### config.mk
export PLATFORM = sky130hd
export DESIGN_NAME = f_pcgen_flat
export DESIGN_NICKNAME = d
export VERILOG_FILES = /design/src/rtl/f_pcgen_pkg.sv /design/src/rtl/f_pcgen_if.sv /design/src/rtl/f_pcgen_btb.sv /design/src/rtl/f_pcgen.sv /design/src/flat_wrapper.sv
export SDC_FILE = /design/constraint.sdc
export NUM_CORES = 1
export LEC_CHECK = 0
export CAP_MARGIN = 15
export CORE_MARGIN = 4
export CORE_UTILIZATION = 60
export CTS_BUF_LIST = sky130_fd_sc_hd__clkbuf_8
export CTS_CLUSTER_DIAMETER = 40
export DETAILED_ROUTE_END_ITERATION = 12
export PLACE_DENSITY_LB_ADDON = 0.05
export SLEW_MARGIN = 10
export SYNTH_ARGS = -nofsm -noshare
export SYNTH_HDL_FRONTEND = slang
export SYNTH_SLANG_ARGS = --single-unit
### constraint.sdc
create_clock -name clk -period 5.6 [get_ports clk]
set_input_delay 1.12 -clock clk [delete_from_list [all_inputs] [get_ports clk]]
set_output_delay 1.12 -clock clk [all_outputs]
set_load 0.01 [all_outputs]
### src/rtl/f_pcgen_pkg.sv
// Shared types and constants for the f_pcgen fetch PC generator and its BTB.
package f_pcgen_pkg;

  localparam int unsigned PC_W = 13;

  typedef logic [PC_W-1:0] pc_t;

  // Values match the branch_number convention used further down the pipeline.
  typedef enum logic [1:0] {
    PSLOT_NONE = 2'b00,
    PSLOT_1    = 2'b01,
    PSLOT_2    = 2'b10
  } pslot_e;

  typedef enum logic [1:0] {
    SNT = 2'b00,
    WNT = 2'b01,
    WT  = 2'b10,
    ST  = 2'b11
  } ctr_e;

  // Result of one BTB lookup port.
  typedef struct packed {
    logic hit;
    logic taken;
    pc_t  target;
  } btb_rd_t;

  // 2-bit saturating counter step toward the resolved direction.
  function automatic ctr_e ctr_train(ctr_e c, logic taken);
    ctr_e n;
    n = c;
    if (taken && (c != ST)) begin
      n = ctr_e'(2'(c + 2'd1));
    end else if (!taken && (c != SNT)) begin
      n = ctr_e'(2'(c - 2'd1));
    end
    return n;
  endfunction

endpackage

### src/rtl/f_pcgen_if.sv
// Fetch-side bundle: decode-stage redirect/training in, dual-issue fetch pair and prediction out.
interface f_pcgen_if;
  import f_pcgen_pkg::*;

  logic       stall;
  logic       redirect;
  pc_t        redirect_pc;
  logic       upd_valid;
  pc_t        upd_pc;
  pc_t        upd_target;
  logic       upd_taken;
  pc_t        pc1;
  pc_t        pc2;
  logic       valid2;
  logic [1:0] pred_slot;
  pc_t        pc_predicted;

  modport master (
    output stall, redirect, redirect_pc, upd_valid, upd_pc, upd_target, upd_taken,
    input  pc1, pc2, valid2, pred_slot, pc_predicted
  );

  modport slave (
    input  stall, redirect, redirect_pc, upd_valid, upd_pc, upd_target, upd_taken,
    output pc1, pc2, valid2, pred_slot, pc_predicted
  );

endinterface

### src/rtl/f_pcgen_btb.sv
// f_btb: direct-mapped BTB with 2-bit direction counters, two lookup ports and one training port.
// Define F_BTB_BYPASS_EN to forward a same-cycle update to matching lookups.
module f_btb
  import f_pcgen_pkg::*;
#(
  parameter int unsigned BTB_IDX_W = 4
) (
  input  logic    clk,
  input  logic    rst,
  input  pc_t     look_pc1,
  input  pc_t     look_pc2,
  input  logic    upd_valid,
  input  pc_t     upd_pc,
  input  pc_t     upd_target,
  input  logic    upd_taken,
  output btb_rd_t rd1,
  output btb_rd_t rd2
);

  localparam int unsigned N_ENT = 1 << BTB_IDX_W;
  localparam int unsigned TAG_W = PC_W - BTB_IDX_W;

  logic [N_ENT-1:0] valid_q;
  logic [TAG_W-1:0] tag_q    [N_ENT];
  pc_t              target_q [N_ENT];
  ctr_e             ctr_q    [N_ENT];

  logic [BTB_IDX_W-1:0] w_idx;
  logic [TAG_W-1:0]     w_tag;
  logic                 upd_hit;
  logic                 w_en;
  pc_t                  w_target;
  ctr_e                 w_ctr;

  // Post-update entry for the trained index; a not-taken miss leaves the table alone.
  always_comb begin
    w_idx    = upd_pc[BTB_IDX_W-1:0];
    w_tag    = upd_pc[PC_W-1:BTB_IDX_W];
    upd_hit  = valid_q[w_idx] && (tag_q[w_idx] == w_tag);
    w_en     = upd_valid && (upd_taken || upd_hit);
    w_target = upd_taken ? upd_target : target_q[w_idx];
    w_ctr    = upd_hit ? ctr_train(ctr_q[w_idx], upd_taken) : WT;
  end

  always_ff @(posedge clk) begin
    if (rst) begin
      valid_q <= '0;
      for (int i = 0; i < N_ENT; i++) begin
        ctr_q[i] <= WNT;
      end
    end else if (w_en) begin
      valid_q[w_idx] <= 1'b1;
      ctr_q[w_idx]   <= w_ctr;
    end
  end

  // Tag/target payload needs no reset: it is qualified by valid_q.
  always_ff @(posedge clk) begin
    if (!rst && w_en) begin
      tag_q[w_idx]    <= w_tag;
      target_q[w_idx] <= w_target;
    end
  end

  pc_t look_pc [2];
  assign look_pc[0] = look_pc1;
  assign look_pc[1] = look_pc2;

  for (genvar k = 0; k < 2; k++) begin : g_port
    logic [BTB_IDX_W-1:0] idx;
    logic [TAG_W-1:0]     tag;
    logic                 e_valid;
    logic [TAG_W-1:0]     e_tag;
    pc_t                  e_target;
    ctr_e                 e_ctr;
    btb_rd_t              res;

    always_comb begin
      idx      = look_pc[k][BTB_IDX_W-1:0];
      tag      = look_pc[k][PC_W-1:BTB_IDX_W];
      e_valid  = valid_q[idx];
      e_tag    = tag_q[idx];
      e_target = target_q[idx];
      e_ctr    = ctr_q[idx];
`ifdef F_BTB_BYPASS_EN
      if (w_en && (w_idx == idx)) begin
        e_valid  = 1'b1;
        e_tag    = w_tag;
        e_target = w_target;
        e_ctr    = w_ctr;
      end
`else
`endif
      res.hit    = e_valid && (e_tag == tag);
      res.taken  = res.hit && e_ctr[1];
      res.target = e_target;
    end
  end

  assign rd1 = g_port[0].res;
  assign rd2 = g_port[1].res;

endmodule

### src/rtl/f_pcgen.sv
// f_pcgen: fetch PC register, dual-issue pair formation and next-PC prediction from the BTB.
// Same-cycle BTB update forwarding is enabled with F_BTB_BYPASS_EN (see f_btb).
module f_pcgen
  import f_pcgen_pkg::*;
#(
  parameter int unsigned BTB_IDX_W = 4,
  parameter pc_t         RESET_PC  = 13'd0
) (
  input logic       clk,
  input logic       rst,
  f_pcgen_if.slave  bus
);

  pc_t        pc_q;
  pc_t        pc_next1;
  btb_rd_t    rd1;
  btb_rd_t    rd2;
  logic [1:0] pred_slot;
  logic       valid2;
  pc_t        pc_pred;

  assign pc_next1 = pc_q + PC_W'(1);

  f_btb #(
    .BTB_IDX_W (BTB_IDX_W)
  ) u_btb (
    .clk        (clk),
    .rst        (rst),
    .look_pc1   (pc_q),
    .look_pc2   (pc_next1),
    .upd_valid  (bus.upd_valid),
    .upd_pc     (bus.upd_pc),
    .upd_target (bus.upd_target),
    .upd_taken  (bus.upd_taken),
    .rd1        (rd1),
    .rd2        (rd2)
  );

  // Slot 1 prediction wins and kills slot 2; otherwise fall through two words.
  always_comb begin
    pred_slot = PSLOT_NONE;
    valid2    = 1'b1;
    pc_pred   = pc_q + PC_W'(2);
    if (rd1.taken) begin
      pred_slot = PSLOT_1;
      valid2    = 1'b0;
      pc_pred   = rd1.target;
    end else if (rd2.taken) begin
      pred_slot = PSLOT_2;
      pc_pred   = rd2.target;
    end
  end

  // A redirect overrides a stall.
  always_ff @(posedge clk) begin
    if (rst) begin
      pc_q <= RESET_PC;
    end else if (bus.redirect) begin
      pc_q <= bus.redirect_pc;
    end else if (!bus.stall) begin
      pc_q <= pc_pred;
    end
  end

  assign bus.pc1          = pc_q;
  assign bus.pc2          = pc_next1;
  assign bus.valid2       = valid2;
  assign bus.pred_slot    = pred_slot;
  assign bus.pc_predicted = pc_pred;

endmodule

### src/flat_wrapper.sv
// flat-port wrapper written by rule: the top's interface ports become plain ports
module f_pcgen_flat import f_pcgen_pkg::*;
#(
  parameter int unsigned BTB_IDX_W = 4,
  parameter pc_t         RESET_PC  = 13'd0
)
  (clk, rst, bus_stall, bus_redirect, bus_redirect_pc, bus_upd_valid, bus_upd_pc, bus_upd_target, bus_upd_taken, bus_pc1, bus_pc2, bus_valid2, bus_pred_slot, bus_pc_predicted);
  f_pcgen_if bus_i ();
  input logic clk;
  input logic rst;
  input wire logic [$bits(bus_i.stall)-1:0] bus_stall;
  input wire logic [$bits(bus_i.redirect)-1:0] bus_redirect;
  input wire logic [$bits(bus_i.redirect_pc)-1:0] bus_redirect_pc;
  input wire logic [$bits(bus_i.upd_valid)-1:0] bus_upd_valid;
  input wire logic [$bits(bus_i.upd_pc)-1:0] bus_upd_pc;
  input wire logic [$bits(bus_i.upd_target)-1:0] bus_upd_target;
  input wire logic [$bits(bus_i.upd_taken)-1:0] bus_upd_taken;
  output wire logic [$bits(bus_i.pc1)-1:0] bus_pc1;
  output wire logic [$bits(bus_i.pc2)-1:0] bus_pc2;
  output wire logic [$bits(bus_i.valid2)-1:0] bus_valid2;
  output wire logic [$bits(bus_i.pred_slot)-1:0] bus_pred_slot;
  output wire logic [$bits(bus_i.pc_predicted)-1:0] bus_pc_predicted;
  assign bus_i.stall = bus_stall;
  assign bus_i.redirect = bus_redirect;
  assign bus_i.redirect_pc = bus_redirect_pc;
  assign bus_i.upd_valid = bus_upd_valid;
  assign bus_i.upd_pc = bus_upd_pc;
  assign bus_i.upd_target = bus_upd_target;
  assign bus_i.upd_taken = bus_upd_taken;
  assign bus_pc1 = bus_i.pc1;
  assign bus_pc2 = bus_i.pc2;
  assign bus_valid2 = bus_i.valid2;
  assign bus_pred_slot = bus_i.pred_slot;
  assign bus_pc_predicted = bus_i.pc_predicted;
  f_pcgen #(.BTB_IDX_W(BTB_IDX_W), .RESET_PC(RESET_PC)) u_core (.clk(clk), .rst(rst), .bus(bus_i));
endmodule
==> metrics.csv, run 1 <==
stage,metric,value,unit
critical_path,CP cell instances,"ha_4, buf_4, mux4_2, mux2i_1, mux2i_1, xnor2_2, o2111ai_1, nor4_4, buf_12, mux2i_1, a21oi_2, clkdlybuf4s50_1",
worst_hold_path,Hold Path Class,reg2reg,
logic_synthesis,Yosys warnings,0,
logic_synthesis,Most used DFF post-synth,edfxtp_1,
logic_synthesis,syn nets,1298,
logic_synthesis,xor and xnor area share after synthesis,0.0165,
floorplanning,Die X,198,um
sta,Final Setup Violations,0,
final_layout,layout cell share with drive strength beyond 1,0.337,
clock_tree,CTS tree,done,
sta,Rel. slew slack,0.241,
power_and_ir_drop,P_sw,1790,uW
sta,Tightest Pin Transition,1130,ps
logic_synthesis,adder and majority gate portion of the synthesized area,0.00231,
final_layout,FF/Latch Area,12200,sq um
placement,IO Port Bufs,86,
critical_path,Crit-path slowest cell,clkdlybuf4s50_1,
logic_synthesis,largest family of logic cells by synthesized area,multiplexers,
logic_synthesis,"EDFF count, synth",384,
critical_path,CP Capture Type,output pin,
floorplanning,area of the core,35600,sq um
critical_path,crit path DAT,4410,ps
logic_synthesis,Post-synth ARST share,0,
clock_tree,CTS Hold Bufs,0,
clock_tree,Root Buffer,clkbuf_8,
final_layout,ant diodes,0,
final_layout,design area,25000,sq um
sta,Worst Skew,49.2,ps
route,Via density,7.12,
route,WL final,59.8,mm
final_layout,area of the multi-input gates,9000,sq um
critical_path,Worst setup SP type,flip-flop,
logic_synthesis,post-synthesis mux area share,0.309,
floorplanning,Cell Rows,69,
sta,f_max,0.181,GHz
sta,unrepaired setup endpoints after global routing,false,
logic_synthesis,mapped cell area,21700,sq um
critical_path,CP max stage delay,580,ps
critical_path,Crit Path Max Fanout,15,
route,router iterations before antenna repair,5,
critical_path,Critical Path Source,u_core.bus.pc1[1],
critical_path,Reg2Reg Depth,10,
final_layout,Util after Layout,0.703,
power_and_ir_drop,register share of total power,0.485,
critical_path,"most used cell, CP",mux2i_1,
global_route,largest net degree at the start of global routing,63,
power_and_ir_drop,cell internal pwr,5420,uW
power_and_ir_drop,Clk pwr share,0.376,
global_route,gr usage total,0.311,
global_route,first-pass GRT wire length,88.2,mm
logic_synthesis,Compound-Gate Fraction of Synth Area,0.0321,
route,DRT iter0 DRCs,2129,
final_layout,post-route insts no fill,1900,
sta,setup_tns,0,ps
floorplanning,Initial Util,0.610,
route,Vias,13500,
final_layout,# fillers,2340,
floorplanning,area of the die,39200,sq um
flow_run,# Max-Cap Violations,0,
logic_synthesis,Mapped Cells,1249,
sta,Final Max Slew Viols,0,
sta,post-route clock period utilization,0.987,
placement,DPL Wire Length,38.4,mm
sta,final hold vios,0,
clock_tree,"CTS clk-pin slew, worst paths",60,ps
placement,Placer Congestion,0.879,
clock_tree,Bufs on Longest Clock Path,3,
logic_synthesis,"Avg Cell Area, Syn",17.4,sq um
floorplanning,chip height,198,um
power_and_ir_drop,Gate power share,0.139,
clock_tree,CTS Buf Count,70,
worst_hold_path,worst hold stages,2,
global_route,total grt overflow,0,
clock_tree,worst-skew pair later-pin latency,620,ps
outcome,status,"complete, no violations",
final_layout,nets,1437,
power_and_ir_drop,pwr/cell area,288,nW/um^2
global_route,number of global-route vias before repair,13400,
route,post-detailed-route DRC marker count,0,
global_route,initial antenna violation count,0,
placement,Place WS,7.89,ps
logic_synthesis,Unique masters post-synth,54,
route,remaining antenna violation count after routing,0,
sta,"Min Clock Period, post-route",5530,ps
logic_synthesis,Synth Register Bits,417,
clock_tree,CTS H-tree depth,3,
clock_tree,CTS Sinks,417,
route,routed len/inst,31.5,um
worst_hold_path,hold wc startpoint,u_core.u_btb.valid_q[12],
final_layout,Syn-to-layout area delta,15.3,%
placement,placed instance area,23400,sq um
logic_synthesis,sequential cell area fraction in the yosys report,0.562,
power_and_ir_drop,Sw Ratio,0.248,
critical_path,Setup CP Type,reg2out,
logic_synthesis,Simple-Gate Fraction of Synth Area,0.0505,
critical_path,Required @ worst endpoint,4480,ps
floorplanning,IO Pins,87,
power_and_ir_drop,Worst VDD drop,217,uV
placement,placed cells,1764,
critical_path,FF-to-FF Start,u_core.u_btb.tag_q[8][0],
sta,worst setup margin,73.8,ps
power_and_ir_drop,leakage power total,0.00827,uW
[power by group through the flow]
stage / combinational [uW] / sequential (uW) / clock (uW)
after floorplan: 665 / 3520 / 0
after global placement: 960 / 3560 / 0
after detailed placement: 967 / 3560 / 0
after CTS: 988 / 3500 / 2740
after global routing: 1060 / 3500 / 2910
final: 1010 / 3500 / 2710
[layout make-up]
| cell class | count | area share |
|---|---|---|
| Sequential cell | 417 | 0.488 |
| Multi-Input combinational cell | 697 | 0.360 |
| Timing Repair Buffer | 169 | 0.0680 |
| Clock buffer | 79 | 0.0435 |
| Tap cell | 461 | 0.0231 |
| Clock inverter | 44 | 0.0123 |
| Inverter | 33 | 0.00510 |
[repair_timing]
item	CTS	global route
gates cloned	1	0
endpoints found under the setup margin	13	13
pin swaps	1	5
buffers inserted	3	9
gates resized for setup	15	13
[path summary, 6_finish.rpt]
check | end | slack [ps]
setup / recovery | bus_pc_predicted[0] | 70
hold / removal | u_core.u_btb.valid_q[12] | 500
setup reg to reg | u_core.u_btb.ctr_q[9][1] | 1450
hold reg to reg | u_core.u_btb.valid_q[12] | 500
[Yosys cell counts, drive strengths merged (3+ instances only)]
| master | instances | area, sq um |
|---|---|---|
| a21o | 24 | 180 |
| a21oi | 14 | 70.1 |
| a22oi | 6 | 45.0 |
| a31oi | 3 | 18.8 |
| and2 | 10 | 62.6 |
| and3 | 14 | 87.6 |
| buf | 52 | 292 |
| clkbuf | 50 | 188 |
| dfxtp | 33 | 661 |
| edfxtp | 384 | 11500 |
| ha | 4 | 50.1 |
| inv | 33 | 124 |
| mux2 | 6 | 67.6 |
| mux2i | 63 | 631 |
| mux4 | 266 | 5990 |
| nand2 | 76 | 285 |
| nand2b | 4 | 25.0 |
| nand3 | 18 | 90.1 |
| nand4 | 6 | 37.5 |
| nor2 | 37 | 139 |
| nor2b | 7 | 43.8 |
| nor3 | 17 | 90.1 |
| nor3b | 4 | 30.0 |
| nor4 | 8 | 101 |
| o211ai | 9 | 67.6 |
| o21ai | 25 | 125 |
| o22ai | 4 | 25.0 |
| o32ai | 12 | 105 |
| or2 | 3 | 18.8 |
| xnor2 | 32 | 288 |
| xor2 | 8 | 70.1 |
[critical path, delay by kind of cell (launching register included)]
family | cells | cell delay [ps]
AO/OA/AOI/OAI | 2 | 470
multiplexers | 4 | 960
AND/OR/NAND/NOR | 1 | 260
buffers and inverters | 3 | 1040
flip-flops | 1 | 380
XOR/XNOR | 1 | 270
adder cells (fa/ha/maj) | 1 | 400
[through the flow]
stage               hold slack, ps  total power, uW
floorplan                      460             4190
global route                   527             7470
CTS                            502             7230
global placement               487             4520
detailed placement             492             4530
finish                         502             7210
[placed cells by master (no fill, tap or decap), types with 5 or more instances in the layout]
master	n
xor2_1	7
edfxtp_1	384
a21oi_1	9
clkbuf_8	79
nand4_1	6
nand3_1	18
nor2_1	37
mux2i_1	61
mux2_2	6
nor3_1	14
o32ai_1	12
clkdlybuf4s50_1	78
clkinv_2	7
dlymetal6s2s_1	6
and2_1	10
nand2_1	76
dfxtp_1	28
a21oi_2	5
buf_12	13
nor2b_1	7
and3_1	14
clkinv_1	11
mux4_2	266
xnor2_1	30
buf_4	67
o211ai_1	9
a22oi_1	6
a21o_1	24
inv_1	47
o21ai_0	18
[cell families (layout without fill, tap and decap cells)]
family / Yosys count / after routing
adders and majority gates: 4 / 4
AOI/OAI and AO/OA: 104 / 104
muxes: 335 / 335
and+or+nand+nor: 214 / 214
xor gates and xnor gates: 40 / 40
buffers and inverters: 135 / 325
DFF: 417 / 417
[state kept, by name (all words and copies together), names as in the netlist, named ones only]
register,flops
u_core.u_btb.tag_q,144
u_core.u_btb.ctr_q,32
u_core.u_btb.target_q,208
u_core.u_btb.valid_q,16
u_core.bus.pc1,13
[per-layer routing]
metal / vias up / track usage / part of all wire
li1: 5486 / - / -
met1: 6996 / 0.461 / 0.39
met2: 932 / 0.464 / 0.46
met3: 105 / 0.0852 / 0.12
met4: 0 / 0.0944 / 0.028
met5: - / 0 / 0
Note: power is estimated with default switching activity, not from simulation.
==> inputs of run 2 (changes only) <==
--- a/config.mk
+++ b/config.mk
@@ -12,7 +12,7 @@
 export CTS_CLUSTER_DIAMETER = 40
 export DETAILED_ROUTE_END_ITERATION = 12
 export PLACE_DENSITY_LB_ADDON = 0.05
-export SLEW_MARGIN = 10
+export SLEW_MARGIN = 40
 export SYNTH_ARGS = -nofsm -noshare
 export SYNTH_HDL_FRONTEND = slang
 export SYNTH_SLANG_ARGS = --single-unit
==> run 2 against run 1 <==
Clock power down 7.4%. Worst setup slack worse by 51 ps. Global-route usage down 0.13 points. Combinational power about the same. First-iteration DRC count down 10%. Cell count down 0.11%. Sequential cell count unchanged. Cell area down 0.49%. Die area unchanged. Fmax down 0.91%. Critical endpoint is now bus_pc_predicted[1]. Largest power group unchanged.
==> metrics.csv, run 2 (same netlist as run 1, synthesis figures left out) <==
stage,metric,value,unit,change
placement,Placer Congestion,0.879,,unchanged
final_layout,Top reg by flops,u_core.u_btb.target_q,,unchanged
final_layout,Largest register FFs,208,,unchanged
worst_hold_path,Hold Path Class,reg2reg,,unchanged
sta,Worst Skew,35.1,ps,was 49.2 ps
final_layout,Syn-to-layout area delta,14.8,%,was 15.3%
route,post-detailed-route DRC marker count,0,,unchanged
floorplanning,Cell Rows,69,,unchanged
critical_path,CP Capture Type,output pin,,unchanged
critical_path,Required @ worst endpoint,4480,ps,about the same
clock_tree,CTS Hold Bufs,0,,unchanged
route,DRT iter0 DRCs,1917,,"was 2,129"
route,WL final,59.5,mm,was 59.8 mm
power_and_ir_drop,leakage power total,0.00818,uW,was 0.00827 uW
final_layout,layout cell share with drive strength beyond 1,0.334,,was 0.337
outcome,status,"complete, no violations",,unchanged
sta,final hold vios,0,,unchanged
floorplanning,Initial Util,0.610,,unchanged
floorplanning,chip height,198,um,unchanged
floorplanning,IO Pins,87,,unchanged
floorplanning,area of the core,35600,sq um,unchanged
clock_tree,CTS tree,done,,unchanged
final_layout,largest registers,"u_core.u_btb.target_q (208), u_core.u_btb.tag_q (144), u_core.u_btb.ctr_q (32)",,unchanged
critical_path,crit path DAT,4460,ps,was 4410 ps
floorplanning,area of the die,39200,sq um,unchanged
sta,post-route clock period utilization,0.996,,was 0.987
critical_path,Setup CP Type,reg2out,,unchanged
critical_path,"CP delay by family, top",buffers and inverters,,unchanged
route,router iterations before antenna repair,8,,was 5
sta,Final Max Slew Viols,0,,unchanged
global_route,first-pass GRT wire length,87.9,mm,was 88.2 mm
clock_tree,worst-skew pair later-pin latency,620,ps,about the same
global_route,met3 GRT Util,0.0767,,was 0.0852
critical_path,Reg2Reg Depth,10,,unchanged
clock_tree,Bufs on Longest Clock Path,3,,unchanged
final_layout,ant diodes,0,,unchanged
sta,"Min Clock Period, post-route",5580,ps,was 5530 ps
clock_tree,Root Buffer,clkbuf_8,,unchanged
sta,worst setup margin,23.1,ps,was 73.8 ps
worst_hold_path,hold wc startpoint,u_core.u_btb.valid_q[12],,unchanged
worst_hold_path,worst hold stages,2,,unchanged
flow_run,# Max-Cap Violations,0,,unchanged
global_route,grt met2 use,0.458,,was 0.464
global_route,gr usage total,0.310,,was 0.311
placement,IO Port Bufs,86,,unchanged
global_route,initial antenna violation count,0,,unchanged
global_route,total grt overflow,0,,unchanged
sta,unrepaired setup endpoints after global routing,false,,unchanged
clock_tree,CTS Buf Count,71,,was 70
route,Vias,13500,,about the same
sta,setup_tns,0,ps,unchanged
route,remaining antenna violation count after routing,0,,unchanged
critical_path,CP max stage delay,590,ps,was 580 ps
sta,Hold WS,495,ps,was 502 ps
critical_path,Worst R2R End,u_core.u_btb.ctr_q[9][1],,unchanged
global_route,largest net degree at the start of global routing,63,,unchanged
floorplanning,Die X,198,um,unchanged
route,Via density,7.10,,was 7.12
final_layout,most frequent cells in the layout,"384 x edfxtp_1, 266 x mux4_2, 81 x clkdlybuf4s50_1, 76 x nand2_1, 76 x clkbuf_8",,"was 384 x edfxtp_1, 266 x mux4_2, 79 x clkbuf_8, 78 x clkdlybuf4s50_1, 76 x nand2_1"
critical_path,CP cell instances,"ha_4, buf_12, mux4_2, mux2i_2, mux2i_1, xnor2_1, o2111ai_1, nor4_4, buf_12, mux2i_1, a21oi_2, clkdlybuf4s50_1",,"was ha_4, buf_4, mux4_2, mux2i_1, mux2i_1, xnor2_2, o2111ai_1, nor4_4, buf_12, mux2i_1, a21oi_2, clkdlybuf4s50_1"
critical_path,FF-to-FF Start,u_core.u_btb.tag_q[8][0],,unchanged
global_route,number of global-route vias before repair,13400,,about the same
clock_tree,CTS Sinks,417,,unchanged
critical_path,Crit-path slowest cell,clkdlybuf4s50_1,,unchanged
placement,Place WS,3.22,ps,was 7.89 ps
critical_path,reg2reg setup slack,1440,ps,was 1450 ps
sta,f_max,0.179,GHz,was 0.181 GHz
power_and_ir_drop,pwr/cell area,282,nW/um^2,was 288 nW/um^2
global_route,gr busiest metal,met1,,was met2
global_route,routing usage on met1,0.465,,was 0.461
clock_tree,CTS H-tree depth,3,,unchanged
sta,Tightest Pin Transition,830,ps,was 1130 ps
final_layout,"commonest non-fill, non-tap cell in the layout",edfxtp_1,,unchanged
sta,Rel. slew slack,0.447,,was 0.241
critical_path,CP Buf/Inv Count,3,,unchanged
route,routed len/inst,31.4,um,was 31.5 um
worst_hold_path,hold endpoint,u_core.u_btb.valid_q[12],,unchanged
power_and_ir_drop,Worst VDD drop,235,uV,was 217 uV
critical_path,Crit Path Max Fanout,18,,was 15
critical_path,Worst setup SP type,flip-flop,,unchanged
clock_tree,"CTS clk-pin slew, worst paths",60,ps,about the same
final_layout,nets,1434,,"was 1,437"
sta,Final Setup Violations,0,,unchanged
placement,DPL Wire Length,38.4,mm,about the same
## run 2: layout make-up
cell class / count / area (sq um)
clock buffer: 76 / 1050
clock inverter: 49 / 243
fill: 2347 / 10700
inverter: 33 / 128
multi-input combinational: 697 / 9010
sequential: 417 / 12200
tap: 461 / 577
timing repair buffer: 165 / 1680
## run 2: tightest hold or removal path, delay by kind of cell, from the launching register on
kind | cells | cell delay (ps)
AOI/OAI and AO/OA | 1 | 70
buffers and inverters | 1 | 50
DFF | 1 | 330
## run 2: metrics by stage
stage / power (uW) / cell area (sq um) / cells / util
floorplan: 4190 / 21700 / 1249 / -
global placement: 4520 / 23400 / 1764 / 0.658
detailed placement: 4530 / 23400 / 1764 / 0.658
CTS: 7050 / 24800 / 1893 / 0.697
global route: 7270 / 24900 / 1898 / 0.700
finish: 7010 / 24900 / 1898 / 0.700
## run 2: report_power, final
group,switching (uW),internal [uW],leakage [uW]
combinational,498,500,0.00369
sequential,59.5,3440,0.00375
clock,1210,1300,0.000745
## run 2: routing by layer
layer | part of all wire | vias up | wire length (um)
met1 | 0.39 | 6927 | 23200
li1 | - | 5492 | -
met5 | 0 | - | 0
met2 | 0.46 | 915 | 27300
met4 | 0.034 | 0 | 2020
met3 | 0.12 | 135 | 7000
## run 2: repair_timing
item / 4_1_cts / 5_1_grt
pin swaps: 1 / 4
cloned: 1 / 0
setup endpoints to repair: 13 / 13
buffers inserted: 3 / 5
gates resized for setup: 12 / 13
## run 2: worst max path at each step
stage / startpoint / end / slack, ps / cells past startpoint
after floorplan: bus_upd_pc[0] / u_core.u_btb.target_q[9][0] / 780 / 11
after global placement: bus_upd_pc[0] / u_core.u_btb.ctr_q[9][0] / 90 / 12
after detailed placement: bus_upd_pc[0] / u_core.u_btb.ctr_q[9][0] / 3 / 12
after CTS: u_core.bus.pc1[1] / bus_pc_predicted[5] / 4 / 12
after global routing: u_core.bus.pc1[1] / bus_pc_predicted[1] / 10 / 12
final: u_core.bus.pc1[1] / bus_pc_predicted[1] / 20 / 12
==> inputs of run 3 (changes only) <==
--- a/config.mk
+++ b/config.mk
@@ -6,12 +6,13 @@
 export NUM_CORES = 1
 export LEC_CHECK = 0
 export CAP_MARGIN = 15
+export CORE_ASPECT_RATIO = 0.75
 export CORE_MARGIN = 4
 export CORE_UTILIZATION = 60
 export CTS_BUF_LIST = sky130_fd_sc_hd__clkbuf_8
 export CTS_CLUSTER_DIAMETER = 40
 export DETAILED_ROUTE_END_ITERATION = 12
-export PLACE_DENSITY_LB_ADDON = 0.05
+export PLACE_DENSITY = 0.79
 export SLEW_MARGIN = 40
 export SYNTH_ARGS = -nofsm -noshare
 export SYNTH_HDL_FRONTEND = slang
==> run 3 against run 2 <==
Cell count barely moved. Utilization rose by 1.2 points. Die area barely moved. Register-to-register slack got worse by 40 ps. Sequential share of layout area fell by 0.24 points. Non-clock buffer count rose by 9. Clock power fell by 2%. Combinational power barely moved. Power fell by 0.36%. Cell area rose by 0.49%. Sequential cell count did not move. Largest cell class unchanged.
==> metrics.csv, run 3 (same netlist as run 1, synthesis figures left out) <==
stage,metric,value,unit,change
outcome,status,"complete, no violations",,unchanged
power_and_ir_drop,leakage power total,0.00823,uW,was 0.00818 uW
route,Via density,7.38,,was 7.10
critical_path,Critical Path Source,u_core.bus.pc1[1],,unchanged
clock_tree,CTS Hold Bufs,0,,unchanged
route,DRT iter0 DRCs,2290,,"was 1,917"
final_layout,Util after Layout,0.712,,was 0.700
critical_path,Worst setup SP type,flip-flop,,unchanged
floorplanning,chip height,173,um,was 198 um
sta,final hold vios,0,,unchanged
placement,placed cells,1770,,"was 1,764"
final_layout,nets,1439,,"was 1,434"
route,top sig layer,met5,,was met4
critical_path,Worst Setup EP,bus_pc_predicted[1],,unchanged
route,routed len/inst,32.3,um,was 31.4 um
critical_path,Reg2Reg Depth,10,,unchanged
global_route,first-pass GRT wire length,90.1,mm,was 87.9 mm
clock_tree,CTS H-tree depth,3,,unchanged
final_layout,FF/Latch Area,12200,sq um,unchanged
critical_path,FF-to-FF Start,u_core.u_btb.tag_q[3][2],,was u_core.u_btb.tag_q[8][0]
sta,Worst Skew,22.8,ps,was 35.1 ps
sta,post-route clock period utilization,0.986,,was 0.996
critical_path,crit path DAT,4400,ps,was 4460 ps
power_and_ir_drop,Final Power,6980,uW,was 7010 uW
final_layout,Top reg by flops,u_core.u_btb.target_q,,unchanged
floorplanning,Initial Util,0.617,,was 0.610
floorplanning,area of the core,35100,sq um,"was 35,600 sq um"
final_layout,Syn-to-layout area delta,15.3,%,was 14.8%
critical_path,reg2reg setup slack,1400,ps,was 1440 ps
route,Vias,14000,,"was 13,500"
global_route,gr usage total,0.315,,was 0.310
critical_path,CP Buf/Inv Count,4,,was 3
final_layout,Largest register FFs,208,,unchanged
sta,Tightest Pin Transition,835,ps,was 830 ps
final_layout,most frequent cells in the layout,"384 x edfxtp_1, 266 x mux4_2, 80 x clkdlybuf4s50_1, 76 x nand2_1, 70 x clkbuf_8",,"was 384 x edfxtp_1, 266 x mux4_2, 81 x clkdlybuf4s50_1, 76 x nand2_1, 76 x clkbuf_8"
critical_path,Required @ worst endpoint,4480,ps,about the same
floorplanning,Die X,228,um,was 198 um
clock_tree,"CTS clk-pin slew, worst paths",60,ps,about the same
final_layout,post-route insts no fill,1897,,"was 1,898"
route,post-detailed-route DRC marker count,0,,unchanged
route,router iterations before antenna repair,5,,was 8
sta,Rel. slew slack,0.443,,was 0.447
sta,Hold WS,519,ps,was 495 ps
final_layout,ant diodes,0,,unchanged
placement,IO Port Bufs,86,,unchanged
final_layout,layout cell share with drive strength beyond 1,0.339,,was 0.334
flow_run,# Max-Cap Violations,0,,unchanged
global_route,total grt overflow,0,,unchanged
worst_hold_path,Hold Path Class,reg2reg,,unchanged
floorplanning,Cell Rows,59,,was 69
global_route,initial antenna violation count,1,,was 0
power_and_ir_drop,Worst VDD drop,165,uV,was 235 uV
clock_tree,Bufs on Longest Clock Path,3,,unchanged
critical_path,Crit Path Max Fanout,15,,was 18
power_and_ir_drop,register share of total power,0.501,,was 0.499
power_and_ir_drop,P_sw,1780,uW,was 1770 uW
critical_path,Crit. path cell count,13,,was 12
placement,Placer Congestion,0.948,,was 0.879
placement,DPL Wire Length,40.8,mm,was 38.4 mm
clock_tree,worst-skew pair later-pin latency,620,ps,about the same
critical_path,CP cell instances,"ha_4, buf_12, buf_4, mux4_2, mux2i_1, mux2i_1, xor2_1, nand4b_1, nor4_4, buf_12, mux2i_1, a21oi_2, clkdlybuf4s50_1",,"was ha_4, buf_12, mux4_2, mux2i_2, mux2i_1, xnor2_1, o2111ai_1, nor4_4, buf_12, mux2i_1, a21oi_2, clkdlybuf4s50_1"
critical_path,Worst R2R End,u_core.u_btb.ctr_q[9][0],,was u_core.u_btb.ctr_q[9][1]
critical_path,CP Capture Type,output pin,,unchanged
critical_path,CP max stage delay,590,ps,about the same
clock_tree,CTS tree,done,,unchanged
route,Met2 Wirelength,27.3,mm,about the same
global_route,largest net degree at the start of global routing,53,,was 63
floorplanning,IO Pins,87,,unchanged
sta,Final Setup Violations,0,,unchanged
clock_tree,CTS Sinks,417,,unchanged
power_and_ir_drop,Gate power share,0.146,,was 0.142
global_route,number of global-route vias before repair,13700,,"was 13,400"
sta,"Min Clock Period, post-route",5520,ps,was 5580 ps
final_layout,largest registers,"u_core.u_btb.target_q (208), u_core.u_btb.tag_q (144), u_core.u_btb.ctr_q (32)",,unchanged
floorplanning,area of the die,39300,sq um,"was 39,200 sq um"
sta,Final Max Slew Viols,0,,unchanged
route,remaining antenna violation count after routing,0,,unchanged
critical_path,"most used cell, CP",mux2i_1,,
power_and_ir_drop,Sw Ratio,0.255,,was 0.253
final_layout,"commonest non-fill, non-tap cell in the layout",edfxtp_1,,unchanged
power_and_ir_drop,cell internal pwr,5210,uW,was 5240 uW
critical_path,Crit-path slowest cell,clkdlybuf4s50_1,,unchanged
power_and_ir_drop,Clk pwr share,0.354,,was 0.359
clock_tree,CTS Buf Count,67,,was 71
critical_path,Setup CP Type,reg2out,,unchanged
worst_hold_path,worst hold stages,1,,was 2
sta,f_max,0.181,GHz,was 0.179 GHz
route,DR WL met3,10.2,mm,was 7.00 mm
power_and_ir_drop,pwr/cell area,279,nW/um^2,was 282 nW/um^2
final_layout,# fillers,2154,,"was 2,347"
route,WL final,61.3,mm,was 59.5 mm
critical_path,"CP delay by family, top",buffers and inverters,,unchanged
route,wl on met1,22.2,mm,was 23.2 mm
final_layout,area of the multi-input gates,9000,sq um,was 9010 sq um
clock_tree,Root Buffer,clkbuf_8,,unchanged
sta,setup_tns,0,ps,unchanged
==> run 3: cell types whose count changed in the layout (fill, tap and decap cells not counted), sizes merged <==
cell and change:
clkinvlp +3, clkbuf -6, clkinv -2, buf +9, clkdlybuf4s50 -1, inv -2, bufinv +1, dlymetal6s2s +1
==> run 3: worst register-to-register path: stages (launching register included) <==
cell      delay, ps
edfxtp_1        450
mux4_2          490
mux4_2          470
xnor2_1         430
nand4_1         230
nor4_4          500
nor2_1          120
or2_1           380
nor4_4          310
buf_4           300
or2_1           200
==> run 3: final cells by class <==
cell class	instances	area share
inverter	33	0.00510
multi-input combinational	697	0.360
clock buffer	70	0.0385
clock inverter	49	0.0114
sequential	417	0.488
timing repair buffer	174	0.0741
tap	457	0.0229
==> run 3: metrics by stage <==
step / setup slack [ps] / area, sq um
after global placement: 377 / 23500
after detailed placement: 282 / 23500
after CTS: 11.1 / 24900
after global routing: -1.90 / 25000
after floorplan: 776 / 21700
final: 80.0 / 25000
==> run 3: timing repair <==
action	CTS	global route
resized for setup	5	23
buffers inserted	5	2
gates cloned	1	0
endpoints found under the setup margin	12	13
pin swaps	2	3
endpoints found under the hold margin	0	0
==> run 3: worst min-delay path by stage <==
stage	from	end	slack, ps
floorplan	u_core.u_btb.valid_q[10]	u_core.u_btb.valid_q[10]	460
global placement	u_core.u_btb.valid_q[7]	u_core.u_btb.valid_q[7]	490
detailed placement	u_core.u_btb.valid_q[9]	u_core.u_btb.valid_q[9]	500
CTS	u_core.u_btb.valid_q[9]	u_core.u_btb.valid_q[9]	510
global route	u_core.u_btb.valid_q[10]	u_core.u_btb.valid_q[10]	540
finish	u_core.u_btb.valid_q[15]	u_core.u_btb.valid_q[15]	520
==> run 3: metal layers <==
layer,global-route usage,up-vias
met5,0.00620,-
met4,0.0895,2
met3,0.128,136
met2,0.443,1309
met1,0.464,7072
li1,-,5484
==> run 3: power by group through the flow <==
| stage | clock network (uW) | logic, uW | registers (uW) |
|---|---|---|---|
| floorplan | 0 | 665 | 3520 |
| global placement | 0 | 957 | 3550 |
| detailed placement | 0 | 973 | 3560 |
| CTS | 2500 | 999 | 3490 |
| global route | 2660 | 1060 | 3500 |
| finish | 2470 | 1020 | 3500 |
